<file path="src/rtl/frame_reader.sv">
// frame_reader
//   Runs one capture-and-read batch per cpu_start request. The module triggers
//   the capture stage and waits until the line RAM is full. It then streams
//   WORDS words out of the line RAM into a small output FIFO, which the
//   processor bus drains one word per cpu_rd pop.
//
// Parameters
//   DW    : data bus MSB index (word width DW+1)
//   AW    : address bus MSB index
//   WORDS : RAM words read per batch (1..2^(AW+1))
//   FD    : output FIFO depth (power of two, >= 2)
//
// Ports
//   clk, reset_sync : clock; asynchronous active-high reset
//   cpu_start       : one-cycle request to capture and read one batch
//   c_trigg, c_done : capture trigger out / capture-stage RAM-full in
//   ram_addr/ram_data/ram_sel : line RAM read port (data one cycle after address)
//   cpu_rd, cpu_data, cpu_valid : FIFO pop strobe, head word, not-empty flag
//   busy, batch_done : not idle; one-cycle pulse at batch completion
//
// Build option
//   BYTE_SWAP_EN : when defined, the two low bytes of each word are exchanged
//                  before the push. This build needs DW >= 15. Latency is the
//                  same in both builds.

module frame_reader #(
    parameter int DW    = 15,
    parameter int AW    = 11,
    parameter int WORDS = 320,
    parameter int FD    = 4
) (
    input  logic          clk,
    input  logic          reset_sync,
    input  logic          cpu_start,
    output logic          c_trigg,
    input  logic          c_done,
    output logic [AW:0]   ram_addr,
    input  logic [DW:0]   ram_data,
    output logic          ram_sel,
    input  logic          cpu_rd,
    output logic [DW:0]   cpu_data,
    output logic          cpu_valid,
    output logic          busy,
    output logic          batch_done
);

    localparam int PW = (FD > 1) ? $clog2(FD) : 1;

    localparam logic [AW:0] LastAddr = (AW + 1)'(WORDS - 1);

    localparam logic [2:0] StIdle     = 3'd0;
    localparam logic [2:0] StTrig     = 3'd1;
    localparam logic [2:0] StWaitFull = 3'd2;
    localparam logic [2:0] StFetch    = 3'd3;
    localparam logic [2:0] StDrain    = 3'd4;
    localparam logic [2:0] StDone     = 3'd5;

    logic [2:0]    state_q, state_d;
    logic [AW:0]   addr_q, addr_d;
    logic          all_issued_q, all_issued_d;
    logic          inflight_q, inflight_d;
    logic [PW-1:0] wr_ptr_q, rd_ptr_q;
    logic [PW:0]   count_q, count_d;
    logic [DW:0]   mem [FD];

    logic          issue;
    logic          push;
    logic          pop;
    logic [DW:0]   push_word;

    // At most one read is ever in flight, so counting it as one slot guarantees
    // that the word finds room in the FIFO when it returns one cycle later.
    assign issue = (state_q == StFetch) && !all_issued_q &&
                   ((int'(count_q) + int'(inflight_q)) < FD);
    assign push  = inflight_q;
    assign pop   = cpu_rd && (count_q != '0);

    always_comb begin
`ifdef BYTE_SWAP_EN
        push_word       = ram_data;
        push_word[15:0] = {ram_data[7:0], ram_data[15:8]};
`else
        push_word       = ram_data;
`endif
    end

    // Next-state logic
    always_comb begin
        state_d = state_q;
        unique case (state_q)
            StIdle:     if (cpu_start) state_d = StTrig;
            StTrig:     if (!c_done) state_d = StWaitFull;
            StWaitFull: if (c_done) state_d = StFetch;
            // The last word is being pushed this cycle.
            StFetch:    if (all_issued_q && inflight_q) state_d = StDrain;
            StDrain:    if (count_q == '0) state_d = StDone;
            StDone:     state_d = StIdle;
            default:    state_d = StIdle;
        endcase
    end

    // Address counter: it stops at the last address instead of wrapping.
    always_comb begin
        addr_d       = addr_q;
        all_issued_d = all_issued_q;
        inflight_d   = issue;
        if ((state_q == StDone) || ((state_q == StIdle) && cpu_start)) begin
            addr_d       = '0;
            all_issued_d = 1'b0;
        end else if (issue) begin
            if (addr_q == LastAddr) begin
                all_issued_d = 1'b1;
            end else begin
                addr_d = addr_q + 1'b1;
            end
        end
    end

    // A push and a pop in the same cycle leave the count unchanged.
    always_comb begin
        count_d = count_q;
        unique case ({push, pop})
            2'b10:   count_d = count_q + 1'b1;
            2'b01:   count_d = count_q - 1'b1;
            default: count_d = count_q;
        endcase
    end

    always_ff @(posedge clk or posedge reset_sync) begin
        if (reset_sync) begin
            state_q      <= StIdle;
            addr_q       <= '0;
            all_issued_q <= 1'b0;
            inflight_q   <= 1'b0;
            wr_ptr_q     <= '0;
            rd_ptr_q     <= '0;
            count_q      <= '0;
        end else begin
            state_q      <= state_d;
            addr_q       <= addr_d;
            all_issued_q <= all_issued_d;
            inflight_q   <= inflight_d;
            count_q      <= count_d;
            // The pointer width is log2(FD), so the pointers wrap modulo FD.
            if (push) wr_ptr_q <= wr_ptr_q + 1'b1;
            if (pop)  rd_ptr_q <= rd_ptr_q + 1'b1;
        end
    end

    // FIFO storage needs no reset; the head is gated off while the FIFO is empty.
    always_ff @(posedge clk) begin
        if (push) mem[wr_ptr_q] <= push_word;
    end

    assign cpu_valid  = (count_q != '0);
    assign cpu_data   = cpu_valid ? mem[rd_ptr_q] : '0;
    assign c_trigg    = (state_q == StTrig);
    assign ram_sel    = (state_q == StFetch) || (state_q == StDrain);
    assign ram_addr   = addr_q;
    assign busy       = (state_q != StIdle);
    assign batch_done = (state_q == StDone);

endmodule

</file>
<file path="config.mk">
export PLATFORM = sky130hd
export DESIGN_NAME = frame_reader
export DESIGN_NICKNAME = d
export VERILOG_FILES = /design/src/rtl/frame_reader.sv
export SDC_FILE = /design/constraint.sdc
export NUM_CORES = 1
export LEC_CHECK = 0
export ABC_AREA = 0
export CORE_UTILIZATION = 37
export DETAILED_ROUTE_END_ITERATION = 16
export GPL_TIMING_DRIVEN = 0
export HOLD_SLACK_MARGIN = 0.08
export PLACE_DENSITY = 0.65
export SETUP_SLACK_MARGIN = 0.15
export SLEW_MARGIN = 40
export SYNTH_ARGS = -nofsm -noshare
export SYNTH_HDL_FRONTEND = slang
export SYNTH_SLANG_ARGS = --single-unit
</file>
<file path="constraint.sdc">
create_clock -name clk -period 4.6 [get_ports clk]
set_input_delay 0.92 -clock clk [delete_from_list [all_inputs] [get_ports clk]]
set_output_delay 0.92 -clock clk [all_outputs]
set_load 0.03 [all_outputs]
</file>
* Word-level counts from Yosys, hierarchy flattened
Memory sizes are Yosys's and may differ from the RTL's.
Cells that the tools add are included.
** Operators by class
- Add/subtract/negate cells :: 6
- Multipliers :: 0
- Divide/modulo/power cells :: 0
- Order comparisons :: 1
- Eq/ne operators :: 14
- Shifts and indexed selects :: 0
- Multiplexer cells :: 16
- Bitwise gates (word level) :: 0
- Reduce and logical (&&, ||, !) cells :: 18
** Operator list (number)
- 12-bit 2-to-1 mux :: 3
- 16-bit 2-to-1 mux :: 1
- 3-bit 2-to-1 mux :: 5
- 3-bit case mux with 5 select lines :: 1
- 12-bit by 1-bit adder with 12-bit output (second input constant) :: 1
- 12-bit by 9-bit == test with 1-bit output (second input constant) :: 1
- 2-bit inequality test (second input constant) :: 5
- 3-bit by 2-bit == test with 1-bit output (second input constant) :: 2
- 3-bit == test (second input constant) :: 2
- 3-bit logical NOT :: 2
- 3-bit case mux with 2 select lines :: 1
- 2-bit nonzero test :: 3
- 3-bit nonzero test :: 2
- 1-bit logical AND :: 5
- 1-bit 2-to-1 mux :: 5
- 5-bit AND reduction :: 1
- 2-bit by 1-bit adder with 2-bit output (second input constant) :: 2
- 3-bit by 1-bit adder with 4-bit output :: 1
- 4-bit by 3-bit less-than comparator with 1-bit output (second input constant) :: 1
- 2-bit AND reduction :: 2
- 3-bit by 1-bit adder with 3-bit output (second input constant) :: 1
- 3-bit by 1-bit == test with 1-bit output (second input constant) :: 1
- 3-bit by 1-bit subtractor with 3-bit output (second input constant) :: 1
- 2-bit by 1-bit == test with 1-bit output (second input constant) :: 1
- other kinds (4) :: 5
** Storage, ports and cells
- Flip-flop bits (word level) :: 24
- Bits in latches :: 0
- Bits in writable memories :: 64
- Bits in read-only memories :: 0
- Output and inout port bits :: 33
- Word-level logic and storage cells :: 63
- Memories kept :: 1
** Memory list
- mem :: words 4, width 16, read ports 1, clocked after memory_dff 0, write ports 1, RTL line 64 : logic [DW:0] mem [FD];

* Depth between registers and ports, before layout
Gate-level depths: netlist of run 1.
- Word-level depth :: 5
- Mapped depth :: 9
- Gate-level depth less buffers :: 8

* Worst setup path before layout of run 1
Ideal clock, no wire load.
- Path type :: register to output
- From :: reg rd_ptr_q[0]
- To :: out cpu_data[10]
- Arrival :: 1638 ps
- Required time :: 3680 ps
- Slack :: 2042 ps
- Stages on the path, launching flop included :: 5
- Path buffers :: 2
- Cell sequence :: dfrtp_1 buf_2 buf_2 mux4_2 and2_1
** On the way
- Cells in the longest elaborated chain, start to end :: 2
** Ends and longest elaborated chain
- from (decl) :: RTL line 62 : logic [PW-1:0] wr_ptr_q, rd_ptr_q;
- from (signal assigned) :: RTL line 146 : if (pop) rd_ptr_q <= rd_ptr_q + 1'b1;
- memory 4 x 16 bit
- 16-bit 2-to-1 mux :: RTL line 156 : assign cpu_data = cpu_valid ? mem[rd_ptr_q] : '0;
- to (decl) :: RTL line 41 : output logic [DW:0] cpu_data,
No other way between the ends.

* Worst setup path in the final report of run 1
- From :: reg rd_ptr_q[1]
- To :: out cpu_data[8]
The elaborated chain is that of the path after synthesis.

==> reports/qor.csv, run 1 <==
metric,value,unit
Slew HR,58.2,%
Synth area leaders,"edfxtp_1 (50%), dfrtp_1 (16%), mux4_2 (9.4%), and2_1 (3.8%), ha_1 (2.0%)",
core area,9860,µm²
"EDFF count, synth",64,
Worst-Margin Slew,0.628,ns
DRT Pass-1 Iters,4,
Setup Skew,0.00919,ns
Hold Path Class,reg2reg,
ratio of final minimum period to clock period,79.8,%
cell leakage power,1.69,nW
largest net degree at the start of global routing,25,
fillers,875,
Total GRT Usage,14.2,%
vias in the first global route,2347,
Die Height,104,µm
global-route wire length before repair,12000,µm
Die Wd,104,µm
WS Path Type,reg2out,
most frequent CP cell,clkbuf_1,
Initial Utilization,38.7,%
top_reg_cell synth,edfxtp_1,
Placer Congestion,0.819,
Post-Synthesis Cells,252,
wire per inst,15.5,µm
Syn Nets,280,
via count,2288,
# setup viols final,0,
CTS Root Cell,clkbuf_8,
"Core Util, Final",47.8,%
Antenna Cells,0,
Die Area,10700,µm²
nets@finish,344,
status,"complete, no violations",
share of layout cells above drive strength 1,14.6,%
WL final,7050,µm
Overflow after GRT,0,
Fmax,272,MHz
Syn Std Cell Area,3810,µm²
detailed placement HPWL,4680,µm
"area leader, netlist",edfxtp_1,
total clock buffers created by CTS,9,
Synth top area share,50.4,%
initial antenna violation count,0,
Crit path max-delay family,buffers and inverters,
"Hold Violations, Final",0,
Fin Setup TNS,0,ns
max incr delay on CP,0.59,ns
io pins,54,
Worst Path Arrival,2.75,ns
max cap viols,0,
DRC viols,0,
Setup crit end kind,output port,
Mapped Avg Cell Area,15.1,µm²
Multi-input gate area,1180,µm²
hold buffers post-CTS,0,
crit path cell chain,clkbuf_1 > clkbuf_1 > mux4_2 > and2_1 > clkdlybuf4s50_1,
synth cell count leaders,"edfxtp_1 (64), dfrtp_1 (24), and2_1 (23), mux4_2 (16), nand2_1 (13)",
Critical Path Fanout Max,10,
clk buf depth,2,
"count leader, synth",edfxtp_1,
"Seq/Total Area, Yosys",66.1,%
CTS tree,yes,
ys async rst share,27.3,%
RSZ-0062 raised after global routing,no,
clk slew on worst S/H paths,0.09,ns
htree depth,3,
final max-slew violation count,0,
pwr/cell area,577,nW/µm²
yosys warns,0,
crit start category,flip-flop,
Area Growth Syn to Fin,23.7,%
synthesized flop and latch total,88,
Worst Path Required,3.68,ns
post_cts resized,0,
Vias/cell,5.04,
minimum clock period,3.67,ns
post-CTS setup buffer count,0,
row count,36,
Register Area,2520,µm²
Routed Antenna Nets,0,
Hold Slack,0.480,ns
clock sinks,88,
"reg-to-reg slack, setup",2.32,ns
Synth cell types,33,
Tot Pwr,2.72,mW
Worst path slowest cell,clkdlybuf4s50_1,
initial DRC count,87,
"Clk Latency, worst-skew pair",0.35,ns
Port Buf Inserts,53,
Crit path buffers/inverters,3,
worst vdd ir,0.315,mV
## logic make-up after synthesis
kind of cell,after synthesis,share of synthesized area (%)
and+or+nand+nor,80,12.4
adders and majority gates,7,2.49
DFF,88,66.1
muxes,22,11.0
xor gates and xnor gates,6,1.38
buffers and inverters,26,3.08
AOI/OAI and AO/OA,23,3.54
## layer usage
metal	vias up	share of wire (%)	wire [µm]	global-route usage, %
met2	68	48	3410	23.5
met1	1131	46	3240	18.8
li1	1079	-	-	-
met4	0	1.3	89	5.28
met3	10	4.4	308	2.52
met5	-	0	0	0
## power breakdown
group	internal (mW)	switching (mW)	total [mW]
Clock	0.257	0.284	0.541
Sequential	0.948	0.0598	1.01
Combinational	0.534	0.639	1.17
## sequential cells by signal, indices dropped and copies added, names as in the netlist
name and flops:
mem 64, ram_addr 12, count_q 3, state_q 3
rd_ptr_q 2, wr_ptr_q 2, all_issued_q 1, inflight_q 1
## cell usage in the layout (no fill, tap or decap), types with 3 or more instances in the layout
master           count
o21ai_0              6
dfrtp_1             24
a21oi_1              9
edfxtp_1            64
clkdlybuf4s50_1     53
and2_1              19
nor2_1               6
xor2_1               4
o31ai_1              6
nand3_1             11
nand2_1             13
or4_1                7
inv_1               11
or3_1                5
and3_1               3
clkbuf_1             8
buf_2                4
ha_1                 6
mux4_2              16
and2_2               4
clkbuf_8             9
mux2i_1              6
## worst register-to-register path: stages, from the launching register on
cell	delay, ns
dfrtp_1	0.41
or3_1	0.12
clkbuf_1	0.36
and2_1	0.25
ha_1	0.20
inv_1	0.06
fa_1	0.37
xor2_1	0.15
nor2_1	0.13
xor2_1	0.16
## area by class of cell
type / instances / share of cell area, %
Buffer: 14 / 1.54
Clock buffer: 9 / 2.62
Clock inverter: 7 / 1.67
Inverter: 12 / 0.954
Multi-Input combinational cell: 138 / 25.0
Sequential cell: 88 / 53.4
Tap cell: 133 / 3.53
Timing Repair Buffer: 53 / 11.2
## final timing paths
check | start | end | cells after the start
max reg2reg | count_q[0]$_DFFE_PP0P_ | count_q[2]$_DFFE_PP0P_ | 9
max in group asynchronous | reset_sync | wr_ptr_q[0]$_DFFE_PP0P_ | 2
max | rd_ptr_q[1]$_DFFE_PP0P_ | cpu_data[8] | 5
min reg2reg | count_q[2]$_DFFE_PP0P_ | count_q[2]$_DFFE_PP0P_ | 1
min | count_q[2]$_DFFE_PP0P_ | count_q[2]$_DFFE_PP0P_ | 1
min in group asynchronous | reset_sync | ram_addr[11]$_DFFE_PP0P_ | 2
## through the flow
| step | cell area, µm² | instances | worst slack (ns) |
|---|---|---|---|
| after global routing | 4720 | 454 | 0.722 |
| after global placement | 4510 | 438 | 1.26 |
| after detailed placement | 4510 | 438 | 1.27 |
| after floorplan | 3810 | 252 | 2.04 |
| after CTS | 4720 | 454 | 0.864 |
| final | 4720 | 454 | 0.929 |
Power figures use the tool's default switching activity.
==> inputs of run 2 (changes only) <==
--- a/config.mk
+++ b/config.mk
@@ -10,7 +10,7 @@
 export DETAILED_ROUTE_END_ITERATION = 16
 export GPL_TIMING_DRIVEN = 0
 export HOLD_SLACK_MARGIN = 0.08
-export PLACE_DENSITY = 0.65
+export PLACE_DENSITY = 0.67
 export SETUP_SLACK_MARGIN = 0.15
 export SLEW_MARGIN = 40
 export SYNTH_ARGS = -nofsm -noshare
==> constraint.sdc (replaced) <==
create_clock -name clk -period 3.37 [get_ports clk]
set_input_delay 0.674 -clock clk [delete_from_list [all_inputs] [get_ports clk]]
set_output_delay 0.674 -clock clk [all_outputs]
set_load 0.03 [all_outputs]
==> run 2 against run 1 <==
Effect of this change:
- clock power is 45% higher
- final area increased by 0.61%
- critical path depth is the same
- register-to-register slack got worse by 1.1 ns
- worst hold slack gained 0.0029 ns
- first-iteration DRC count grew 17%
- die area unchanged
- total power is 39% higher
- via count is 0.70% lower
- sequential power up 36%
- setup slack worse by 0.59 ns
- sequential share of layout area shrank 0.32 points
- critical endpoint is now cpu_data[10]
- largest power group unchanged
- highest routed layer unchanged
==> reports/qor.csv, run 2 (synthesis results as in run 1) <==
metric,value,unit,change
Port Buf Inserts,53,,unchanged
share of layout cells above drive strength 1,15.6,%,was 14.6%
WL final,6800,µm,was 7050 µm
clock sinks,88,,unchanged
# setup viols final,0,,unchanged
io pins,54,,unchanged
Hold Path Class,reg2reg,,unchanged
crit path cell chain,buf_4 > buf_6 > mux4_2 > and2_1 > clkdlybuf4s50_1,,was clkbuf_1 > clkbuf_1 > mux4_2 > and2_1 > clkdlybuf4s50_1
Total GRT Usage,13.6,%,was 14.2%
Die Area,10700,µm²,unchanged
"Core Util, Final",48.1,%,was 47.8%
WS Path Type,reg2out,,unchanged
pwr/cell area,797,nW/µm²,was 577 nW/µm²
"reg-to-reg slack, setup",1.22,ns,was 2.32 ns
Critical Path Fanout Max,10,,unchanged
Area Growth Syn to Fin,24.5,%,was 23.7%
"Hold Violations, Final",0,,unchanged
Routed Antenna Nets,0,,unchanged
final max-slew violation count,0,,unchanged
Placer Congestion,0.809,,was 0.819
Antenna Cells,0,,unchanged
DRC viols,0,,unchanged
cell leakage power,1.71,nW,was 1.69 nW
highest routed layer,met4,,unchanged
most frequent cells in the layout,"edfxtp_1 (64), clkdlybuf4s50_1 (53), dfrtp_1 (24)",,unchanged
total clock buffers created by CTS,9,,unchanged
Overflow after GRT,0,,unchanged
Top reg by flops,mem,,unchanged
CTS Root Cell,clkbuf_8,,unchanged
Worst Path Required,2.70,ns,was 3.68 ns
DRT Pass-1 Iters,4,,unchanged
minimum clock period,3.03,ns,
met2 wire length,3230,µm,was 3410 µm
Fmax,330,MHz,
row count,36,,unchanged
crit start category,flip-flop,,unchanged
clk buf depth,2,,unchanged
worst setup path startpoint,rd_ptr_q[0]$_DFFE_PP0P_,,was rd_ptr_q[1]$_DFFE_PP0P_
Worst-Margin Slew,0.626,ns,was 0.628 ns
R2R depth,9,,unchanged
largest net degree at the start of global routing,25,,unchanged
max cap viols,0,,unchanged
Routed met1 length,3180,µm,was 3240 µm
worst vdd ir,0.403,mV,was 0.315 mV
htree depth,3,,unchanged
Slew HR,57.7,%,was 58.2%
global-route wire length before repair,11500,µm,was 12000 µm
status,"complete, no violations",,unchanged
nets@finish,344,,unchanged
clk slew on worst S/H paths,0.08,ns,was 0.09 ns
Vias/cell,5.02,,was 5.04
max incr delay on CP,0.58,ns,was 0.59 ns
number of flip-flops in the largest register,64,,unchanged
Initial Utilization,38.7,%,unchanged
initial antenna violation count,0,,unchanged
Hold Slack,0.483,ns,was 0.480 ns
core area,9860,µm²,unchanged
r2r startpoint,count_q[1]$_DFFE_PP0P_,,was count_q[0]$_DFFE_PP0P_
Setup Skew,0.0101,ns,was 0.00919 ns
"Clk Latency, worst-skew pair",0.34,ns,was 0.35 ns
Worst Path Arrival,2.36,ns,was 2.75 ns
initial DRC count,102,,was 87
Setup crit end kind,output port,,unchanged
met3 wire len,348,µm,was 308 µm
"commonest non-fill, non-tap cell in the layout",edfxtp_1,,unchanged
DP Cell Count,438,,unchanged
via count,2272,,was 2288
Worst path slowest cell,clkdlybuf4s50_1,,unchanged
vias in the first global route,2284,,was 2347
RSZ-0062 raised after global routing,no,,unchanged
wire per inst,15.0,µm,was 15.5 µm
min-delay src,count_q[2]$_DFFE_PP0P_,,unchanged
Fin Setup TNS,0,ns,unchanged
end of the critical path,cpu_data[10],,was cpu_data[8]
Die Wd,104,µm,unchanged
Tot Pwr,3.78,mW,was 2.72 mW
CTS tree,yes,,unchanged
detailed placement HPWL,4480,µm,was 4680 µm
Die Height,104,µm,unchanged
Reg-to-Reg End,count_q[2]$_DFFE_PP0P_,,unchanged
ratio of final minimum period to clock period,90.0,%,
Finished Layout Cells,453,,was 454
==> run 2: worst min path at each step <==
stage / cells after the start / end / slack, ns
global placement: 1 / count_q[2]$_DFFE_PP0P_ / 0.47
floorplan: 1 / count_q[2]$_DFFE_PP0P_ / 0.45
global route: 1 / count_q[2]$_DFFE_PP0P_ / 0.53
CTS: 1 / count_q[2]$_DFFE_PP0P_ / 0.49
detailed placement: 1 / count_q[2]$_DFFE_PP0P_ / 0.47
finish: 1 / count_q[2]$_DFFE_PP0P_ / 0.48
==> run 2: worst max-delay path, delay by kind of cell, from the launching register on <==
| family | cells | cell delay [ns] |
|---|---|---|
| muxes | 1 | 0.51 |
| and+or+nand+nor | 1 | 0.17 |
| buffers and inverters | 3 | 1.00 |
| DFF | 1 | 0.33 |
==> run 2: repair_timing <==
action,4_1_cts,5_1_grt
buffers inserted,0,0
endpoints found under the setup margin,9,9
gates resized for setup,5,3
hold buffers,0,0
==> run 2: power by group <==
part	internal [mW]	switching [mW]	total, mW
Sequential	1.29	0.0800	1.37
Clock	0.419	0.368	0.787
Combinational	0.744	0.878	1.62
Total	2.46	1.33	3.78
==> run 2: stage by stage <==
step	worst slack (ns)	area, µm²
2_1_floorplan	1.06	3810
3_3_place_gp	0.260	4510
3_5_place_dp	0.262	4520
4_1_cts	0.233	4740
5_1_grt	0.197	4750
6_report	0.337	4750
==> run 2: per-layer routing <==
metal  up-vias  track usage, %
met4         0            3.11
met5         -               0
met3         5            4.03
met2        68            21.5
met1      1129            18.6
li1       1070               -
==> run 2: final cells by class <==
type                    instances  area (µm²)
fillers                       858        5120
flip-flops and latches         88        2520
multi-input cells             138        1180
repair buffers                 53         531
well taps                     133         166
clock buffers                   9         124
clock inverters                 6        93.8
plain buffers                  14        86.3
inverters                      12        45.0
